**src/rtl/apb_master.sv**
```systemverilog
// APB requester bridge: one command at a time from a valid/ready command port,
// SETUP/ACCESS sequencing with PREADY wait states, and a response port that
// carries read data and error status. A watchdog bounds the ACCESS phase.
module apb_master #(
  parameter int unsigned ADDR_WIDTH = 32,
  parameter int unsigned DATA_WIDTH = 32,
  parameter int unsigned TIMEOUT    = 16
) (
  input  logic                  PCLK,
  input  logic                  PRESETn,
  input  logic                  cmd_valid,
  output logic                  cmd_ready,
  input  logic [ADDR_WIDTH-1:0] cmd_addr,
  input  logic                  cmd_write,
  input  logic [DATA_WIDTH-1:0] cmd_wdata,
  output logic                  rsp_valid,
  input  logic                  rsp_ready,
  output logic [DATA_WIDTH-1:0] rsp_rdata,
  output logic                  rsp_err,
  output logic                  rsp_timeout,
  output logic [ADDR_WIDTH-1:0] PADDR,
  output logic                  PSEL,
  output logic                  PENABLE,
  output logic                  PWRITE,
  output logic [DATA_WIDTH-1:0] PWDATA,
  input  logic [DATA_WIDTH-1:0] PRDATA,
  input  logic                  PREADY,
  input  logic                  PSLVERR
);

  // A zero TIMEOUT still needs a one-bit counter to keep the logic legal.
  localparam int unsigned CW  = (TIMEOUT > 0) ? $clog2(TIMEOUT + 1) : 1;
  localparam logic [CW-1:0] TMO = CW'(TIMEOUT);

  typedef enum logic [1:0] {
    IDLE,
    SETUP,
    ACCESS,
    RESP
  } state_t;

  state_t        state, state_nxt;
  logic [CW-1:0] wait_cnt;
  logic          timed_out;

  assign timed_out = (TIMEOUT != 0) && (wait_cnt == TMO);

  // State register; reset returns to IDLE and drops any in-flight transfer.
  always_ff @(posedge PCLK) begin
    if (!PRESETn) state <= IDLE;
    else          state <= state_nxt;
  end

  // Next-state and state-decoded handshake / APB control outputs.
  always_comb begin
    state_nxt = state;
    cmd_ready = 1'b0;
    PSEL      = 1'b0;
    PENABLE   = 1'b0;
    rsp_valid = 1'b0;
    case (state)
      IDLE: begin
        cmd_ready = PRESETn;
        if (cmd_valid) state_nxt = SETUP;
      end
      SETUP: begin
        PSEL      = 1'b1;
        state_nxt = ACCESS;
      end
      ACCESS: begin
        PSEL    = 1'b1;
        PENABLE = 1'b1;
        if (PREADY || timed_out) state_nxt = RESP;
      end
      RESP: begin
        rsp_valid = 1'b1;
        if (rsp_ready) state_nxt = IDLE;
      end
      default: state_nxt = IDLE;
    endcase
  end

  // Command capture, ACCESS wait counter and response capture.
  always_ff @(posedge PCLK) begin
    if (!PRESETn) begin
      PADDR       <= '0;
      PWRITE      <= 1'b0;
      PWDATA      <= '0;
      rsp_rdata   <= '0;
      rsp_err     <= 1'b0;
      rsp_timeout <= 1'b0;
      wait_cnt    <= '0;
    end else begin
      case (state)
        IDLE: begin
          if (cmd_valid) begin
            PADDR  <= cmd_addr;
            PWRITE <= cmd_write;
            PWDATA <= cmd_wdata;
          end
        end
        SETUP: wait_cnt <= CW'(1);
        ACCESS: begin
          // PREADY wins over the watchdog on the same cycle.
          if (PREADY) begin
            rsp_err     <= PSLVERR;
            rsp_timeout <= 1'b0;
            rsp_rdata   <= (!PWRITE && !PSLVERR) ? PRDATA : '0;
          end else if (timed_out) begin
            rsp_err     <= 1'b1;
            rsp_timeout <= 1'b1;
            rsp_rdata   <= '0;
          end else if (wait_cnt != '1) begin
            wait_cnt <= wait_cnt + 1'b1;
          end
        end
        default: ;
      endcase
    end
  end

endmodule

```
**config.mk**
```make
export PLATFORM = sky130hd
export DESIGN_NAME = apb_master
export DESIGN_NICKNAME = d
export VERILOG_FILES = /design/src/rtl/apb_master.sv
export SDC_FILE = /design/constraint.sdc
export NUM_CORES = 1
export LEC_CHECK = 0
export CAP_MARGIN = 10
export CELL_PAD_IN_SITES_DETAIL_PLACEMENT = 0
export CELL_PAD_IN_SITES_GLOBAL_PLACEMENT = 1
export CORE_MARGIN = 5
export CORE_UTILIZATION = 28
export CTS_CLUSTER_DIAMETER = 50
export DETAILED_ROUTE_END_ITERATION = 8
export GPL_TIMING_DRIVEN = 0
export MAX_ROUTING_LAYER = met4
export PLACE_DENSITY = 0.84
export SETUP_SLACK_MARGIN = 0.1
export SYNTH_ARGS = -nofsm -noshare
export SYNTH_HDL_FRONTEND = slang
export SYNTH_SLANG_ARGS = --single-unit
```
**constraint.sdc**
```tcl
create_clock -name PCLK -period 1.8 [get_ports PCLK]
set_input_delay 0.54 -clock PCLK [delete_from_list [all_inputs] [get_ports PCLK]]
set_output_delay 0.54 -clock PCLK [all_outputs]
set_load 0.1 [all_outputs]
```
==> results.tsv, run 1 <==
metric	value	unit
Mapped Avg Cell Area	8.37	µm²
Rel. slew slack	65.9	%
RSZ-0062 raised after global routing	true	
layout cells sized above 1	24.1	%
number of CTS-inserted buffers	9	
H-tree level count	3	
post-synth top area share	51.5	%
hold depth	2	
grt ovf	0	
reg-to-reg endpoint	wait_cnt[3]	
initial DRC count	150	
Clk Latency, worst-skew pair	0.35	ns
min-delay src	rsp_timeout	
initial antenna violation count	0	
Worst path max stage delay	0.37	ns
post-synthesis sequential area ratio	51.5	%
I/O pins	206	
startpoint types	flip-flop	
Tot Pwr	9.43	mW
Clk pin slew, worst setup/hold paths	0.07	ns
core area	0.0145	mm²
Die H	131	µm
worst reg2reg path depth	6	
Synth area leader	dfxtp_1	
CTS tree	done	
main area contributors after synthesis	dfxtp_1, nand2_1, a21oi_1	
area of the multi-input gates	0.00182	mm²
pwr dens	1440	mW/mm²
clock sink count	106	
first-pass GRT wire length	21.5	mm
Clock Skew	0.00715	ns
Crit Path Category	flip-flop to primary output	
Worst EP required	1.26	ns
pin count of the biggest net entering global routing	18	
Via Count	4011	
critical path arrival	1.24	ns
hold path endpoint	rsp_timeout	
First-pass DRT Iterations	4	
Leak Pwr	2.92	nW
Yosys warnings	0	
final antenna diode count	0	
Hold Worst Slack	0.449	ns
final hold violation count	0	
DR vias/cell	4.43	
CTS max path bufs	2	
CP Capture Type	primary output	
Routed WL	13.1	mm
# hold bufs at CTS	0	
FMAX	563	MHz
crit path max-delay cell type	dfxtp_4	
worst vdd ir	809	µV
Post-Syn Area	0.00412	mm²
dpl hpwl	10.1	mm
#FFs+latches synth	106	
Worst Tran Pin Value	0.516	ns
IO Port Bufs	204	
# rows	44	
vias in the first global route	4273	
Post-route DRC	0	
gpl congestion	0.803	
Distinct cells, synth	31	
GRT Total Usage	15.5	%
critical-path cell list	inv_6 > ha_4 > and2_4 > buf_12	
# setup viols final	0	
die footprint	0.0172	mm²
final worst-path cycle share	98.7	%
antenna-violating nets left	0	
Final Max Slew Viols	0	
Reg-to-Reg Start	wait_cnt[0]	
Starting Density	28.4	%
Area Growth Syn to Fin	59.2	%
DR WL/cell	14.5	µm
outcome	finished, final reports clean	
Hold Path Class	flip-flop to flip-flop	
Reg area	0.00214	mm²
flop2flop setup slack	0.03	ns
Root Buffer	clkbuf_16	
synthesized net count	603	
FILL cells	1445	
Setup crit start	state[0]	
nets@finish	827	
die width	131	µm
CP Max Fanout	4	
Syn Inst Count	492	
minimum clock period	1.78	ns
max_cap viols	0	
==> layout make-up <==
type | instances | share of cell area (%)
Inverter | 10 | 0.687
Multi-Input combinational cell | 341 | 27.8
Tap cell | 184 | 3.51
Clock inverter | 6 | 1.34
Timing Repair Buffer | 213 | 26.7
Clock buffer | 10 | 3.64
Sequential cell | 106 | 32.6
Buffer | 35 | 3.80
==> how the worst max path moves through the flow <==
| stage | slack [ns] | endpoint | cells after the start |
|---|---|---|---|
| 2_1_floorplan | 0.03 | wait_cnt[2] | 6 |
| 3_3_place_gp | -0.92 | cmd_ready | 4 |
| 4_1_cts | -0.01 | cmd_ready | 4 |
| 5_1_grt | -0.03 | wait_cnt[1] | 7 |
| 6_report | 0.02 | cmd_ready | 4 |
| 3_5_place_dp | -0.90 | cmd_ready | 4 |
==> synth_stat cells <==
| cell | n |
|---|---|
| mux2i_1 | 33 |
| nor3b_1 | 1 |
| dfxtp_1 | 106 |
| clkbuf_1 | 15 |
| buf_1 | 1 |
| nand3_1 | 3 |
| and4bb_2 | 2 |
| or3b_1 | 1 |
| buf_8 | 1 |
| nand2b_1 | 1 |
| nor2b_1 | 2 |
| o21ai_2 | 1 |
| buf_6 | 1 |
| o21ai_0 | 1 |
| inv_1 | 10 |
| and2_1 | 2 |
| o221ai_1 | 2 |
| buf_2 | 14 |
| o41ai_1 | 1 |
| buf_12 | 2 |
| a311o_1 | 1 |
| nand4_1 | 2 |
| o211ai_1 | 4 |
| nand4bb_1 | 1 |
| or3_1 | 2 |
| nand2_1 | 201 |
| buf_4 | 1 |
| ha_1 | 8 |
| and3_1 | 1 |
| a21oi_1 | 70 |
| o211a_1 | 1 |
==> registers in the layout, indices dropped and copies added, names as in the netlist <==
name / flops
rsp_rdata: 32
wait_cnt: 5
PWRITE: 1
PWDATA: 32
rsp_err: 1
state: 2
PADDR: 32
rsp_timeout: 1
==> power breakdown <==
part / internal [mW] / leakage (nW) / switching [mW]
sequential: 2.68 / 0.867 / 0.194
combinational: 1.08 / 1.89 / 3.31
clock: 1.26 / 0.163 / 0.897
total: 5.03 / 2.92 / 4.40
==> routing by layer <==
| metal | up-vias | track usage [%] | routed length (µm) | part of all wire (%) |
|---|---|---|---|---|
| met5 | - | - | 0 | 0 |
| met1 | 1804 | 18.7 | 5970 | 46 |
| met4 | 0 | 6.40 | 344 | 2.6 |
| li1 | 2046 | - | - | - |
| met3 | 22 | 3.86 | 781 | 6.0 |
| met2 | 139 | 24.7 | 6000 | 46 |
==> critical path: cells and delay by family (launching register included) <==
family        cells  cell delay, ns
fa+ha+maj         1            0.14
buf+inv           2            0.23
flops             1            0.37
simple gates      1            0.14
==> per-stage QoR <==
stage / TNS, ns / cells / utilization [%] / setup WS [ns] / area [µm²]
5_1_grt: -0.110 / 905 / 45.3 / -0.0345 / 6560
3_5_place_dp: -44.13 / 880 / 44.4 / -0.902 / 6430
3_3_place_gp: -41.30 / 880 / 44.4 / -0.920 / 6430
2_1_floorplan: 0 / 492 / - / 0.0302 / 4160
6_report: 0 / 905 / 45.3 / 0.0242 / 6560
4_1_cts: -0.0149 / 903 / 44.3 / -0.0130 / 6420
==> cells in the final DEF, fill, tap and decap left out, types with 7 or more instances in the layout <==
master           synthesis  routed
clkdlybuf4s50_1          0     100
clkbuf_4                 0      37
clkbuf_1                15       8
buf_2                   14      77
buf_12                   2       7
clkbuf_16                0       9
a21oi_1                 70      70
nand2_1                201     201
dfxtp_1                106     101
mux2i_1                 33      33
inv_1                   10       8
==> timing repair <==
action                                 4_1_cts  5_1_grt
endpoints found under the hold margin        0        0
buffers inserted                             7        2
pin swaps                                    9       10
setup endpoints to repair                  153      124
resized for setup                          549       53
==> logic make-up (layout without fill, tap and decap cells) <==
logic type | count (synthesis) | after routing | share of synthesized area [%]
AO/OA/AOI/OAI | 81 | 81 | 10.7
adder cells (fa/ha/maj) | 8 | 8 | 2.43
buffers and inverters | 45 | 274 | 5.86
flip-flops | 106 | 106 | 51.5
multiplexers | 33 | 33 | 8.02
AND/OR/NAND/NOR | 219 | 219 | 21.5
No activity file was read; power rests on OpenSTA's default activity.
==> inputs of run 2 (changes only) <==
--- a/config.mk
+++ b/config.mk
@@ -5,7 +5,6 @@
 export SDC_FILE = /design/constraint.sdc
 export NUM_CORES = 1
 export LEC_CHECK = 0
-export CAP_MARGIN = 10
 export CELL_PAD_IN_SITES_DETAIL_PLACEMENT = 0
 export CELL_PAD_IN_SITES_GLOBAL_PLACEMENT = 1
 export CORE_MARGIN = 5
@@ -14,7 +13,7 @@
 export DETAILED_ROUTE_END_ITERATION = 8
 export GPL_TIMING_DRIVEN = 0
 export MAX_ROUTING_LAYER = met4
-export PLACE_DENSITY = 0.84
+export PLACE_DENSITY_LB_ADDON = 0.1
 export SETUP_SLACK_MARGIN = 0.1
 export SYNTH_ARGS = -nofsm -noshare
 export SYNTH_HDL_FRONTEND = slang
==> run 2 against run 1 <==
Effect of this change:
- cell area is 0.95% higher
- sequential power hardly changed
- register-to-register slack better by 0.03 ns
- largest power group unchanged
- non-clock buffer count is 7 higher
- critical path depth stayed put
- via count is 2.1% higher
- combinational power is 3% higher
- fmax is 0.70% lower
==> results.tsv, run 2 (synthesized netlist as in run 1, its figures left out) <==
metric	value	unit	change
final hold violation count	0		unchanged
Reg-to-Reg Start	wait_cnt[1]		
Clk pin slew, worst setup/hold paths	0.07	ns	about the same
pin count of the biggest net entering global routing	18		unchanged
final antenna diode count	0		unchanged
Hold Path Class	flip-flop to flip-flop		
die footprint	0.0172	mm²	unchanged
Int Pwr	4.97	mW	-1.2%
minimum clock period	1.79	ns	+0.0125 ns
antenna-violating nets left	0		unchanged
gpl congestion	0.772		-3.9%
grt ovf	0		unchanged
Final Max Slew Viols	0		unchanged
initial antenna violation count	0		unchanged
layout cells sized above 1	25.3	%	+1.1 points
First-pass DRT Iterations	4		unchanged
# placed instances	880		unchanged
final worst-path cycle share	99.3	%	+0.69 points
number of CTS-inserted buffers	9		unchanged
Crit Path Category	flip-flop to primary output		
first-pass GRT wire length	21.4	mm	-0.54%
vias in the first global route	4151		-2.9%
I/O pins	206		unchanged
Starting Density	28.4	%	unchanged
non-filler cells, final	912		+0.77%
Tot Pwr	9.41	mW	-0.22%
Routed WL	13.8	mm	+5.3%
worst vdd ir	648	µV	-20%
nets@finish	834		+0.85%
Die H	131	µm	unchanged
placement-stage cell area	0.00643	mm²	unchanged
Post-route DRC	0		unchanged
clock share of power	21.5	%	-1.4 points
# rows	44		unchanged
Net Switching	4.44	mW	+0.88%
Gate power share	48.0	%	+1.4 points
core area	0.0145	mm²	unchanged
reg-to-reg endpoint	wait_cnt[3]		
flop2flop setup slack	0.06	ns	+0.03 ns
die width	131	µm	unchanged
RSZ-0062 raised after global routing	true		
initial DRC count	218		+45%
Worst Tran Pin Value	0.535	ns	+0.0193 ns
outcome	finished, final reports clean		
CP Max Fanout	3		-1
Top Registers	PADDR x32, PWDATA x32, rsp_rdata x32		
critical path arrival	1.25	ns	about the same
# setup viols final	0		unchanged
commonest non-fill, non-tap cell in the layout	nand2_1		
Max Used Layer	met4		
Worst EP required	1.26	ns	about the same
clock sink count	106		unchanged
FILL cells	1466		+1.5%
met1 wire length	6.15	mm	+2.9%
Setup crit start	state[0]		
IO Port Bufs	204		unchanged
Post-Route Utilization	45.7	%	+0.43 points
commonest non-fill, non-tap cells in the layout	nand2_1, dfxtp_1, clkdlybuf4s50_1, buf_2, a21oi_1		
pwr dens	1420	mW/mm²	-1.2%
Net Sw Frac	47.2	%	+0.52 points
Root Buffer	clkbuf_16		
met3 WL	1.05	mm	+35%
FMAX	559	MHz	-0.70%
dpl hpwl	10.1	mm	about the same
startpoint types	flip-flop		
CTS max path bufs	2		unchanged
max_cap viols	0		unchanged
Rel. slew slack	64.3	%	-1.5 points
H-tree level count	3		unchanged
CP Capture Point	cmd_ready		
Via Count	4095		+2.1%
Clk Latency, worst-skew pair	0.34	ns	about the same
Clock Skew	0.00643	ns	-0.000720 ns
metal2 WL	6.31	mm	+5.1%
Area Growth Syn to Fin	60.8	%	
CP Capture Type	primary output		
worst reg2reg path depth	6		unchanged
design area	0.00662	mm²	+0.95%
DR WL/cell	15.1	µm	+4.4%
GRT Total Usage	15.6	%	+0.16 points
Leak Pwr	2.97	nW	+1.7%
DR vias/cell	4.49		+1.3%
CTS tree	done		
sequential share of power	30.4	%	about the same
-- run 2: cell count changes in the layout (fill, tap and decap cells not counted), sizes merged --
cell,change
dlygate4sd2,+1
clkinvlp,+1
inv,-1
buf,+22
clkinv,+1
bufinv,-1
clkbuf,-15
dlymetal6s2s,-1
-- run 2: timing repair --
action	in CTS	in global routing
pin swaps	5	5
endpoints found under the setup margin	161	103
gates cloned	0	3
buffers inserted	6	7
resized for setup	550	47
endpoints found under the hold margin	0	0
hold buffers	0	0
-- run 2: metal layers --
| metal | vias to the layer above | track usage (%) |
|---|---|---|
| met2 | 152 | 23.9 |
| met4 | 0 | 5.49 |
| li1 | 2057 | - |
| met5 | - | - |
| met3 | 23 | 5.28 |
| met1 | 1863 | 19.3 |
-- run 2: worst min-delay path by stage --
| stage | to | cells past startpoint | slack, ns | startpoint |
|---|---|---|---|---|
| 6_report | rsp_timeout | 2 | 0.45 | rsp_timeout |
| 5_1_grt | PWDATA[11] | 2 | 0.47 | PWDATA[11] |
| 4_1_cts | rsp_timeout | 2 | 0.45 | rsp_timeout |
| 3_5_place_dp | rsp_timeout | 2 | 0.44 | rsp_timeout |
| 3_3_place_gp | rsp_timeout | 2 | 0.43 | rsp_timeout |
| 2_1_floorplan | state[1] | 2 | 0.48 | state[1] |
-- run 2: power by group through the flow --
stage          clock, mW  sequential [mW]  combinational (mW)
6_report            2.02             2.86                4.52
4_1_cts             2.10             2.86                4.32
2_1_floorplan          0             5.02                1.16
5_1_grt             2.19             2.91                4.76
3_3_place_gp           0             2.89                4.40
3_5_place_dp           0             2.91                4.41
-- run 2: worst max-delay path, stage by stage (launching register included) --
cell	delay, ns
dfxtp_4	0.36
inv_4	0.08
ha_4	0.15
and2_4	0.14
buf_12	0.17
-- run 2: per-stage QoR --
stage	worst slack (ns)	hold WS, ns	setup TNS (ns)
floorplan	0.0302	0.476	0
global placement	-0.951	0.431	-43.71
detailed placement	-0.941	0.443	-47.87
CTS	-0.00234	0.451	-0.00234
global route	-0.0365	0.471	-0.0499
finish	0.0117	0.446	0
-- run 2: area by class of cell --
type	count	area (µm²)	area share, %
Sequential cell	106	2140	32.3
Buffer	35	258	3.89
Clock inverter	6	65.1	0.983
Tap cell	184	230	3.48
Inverter	10	47.5	0.718
Clock buffer	10	239	3.61
Timing Repair Buffer	220	1810	27.3
Multi-Input combinational cell	341	1840	27.8
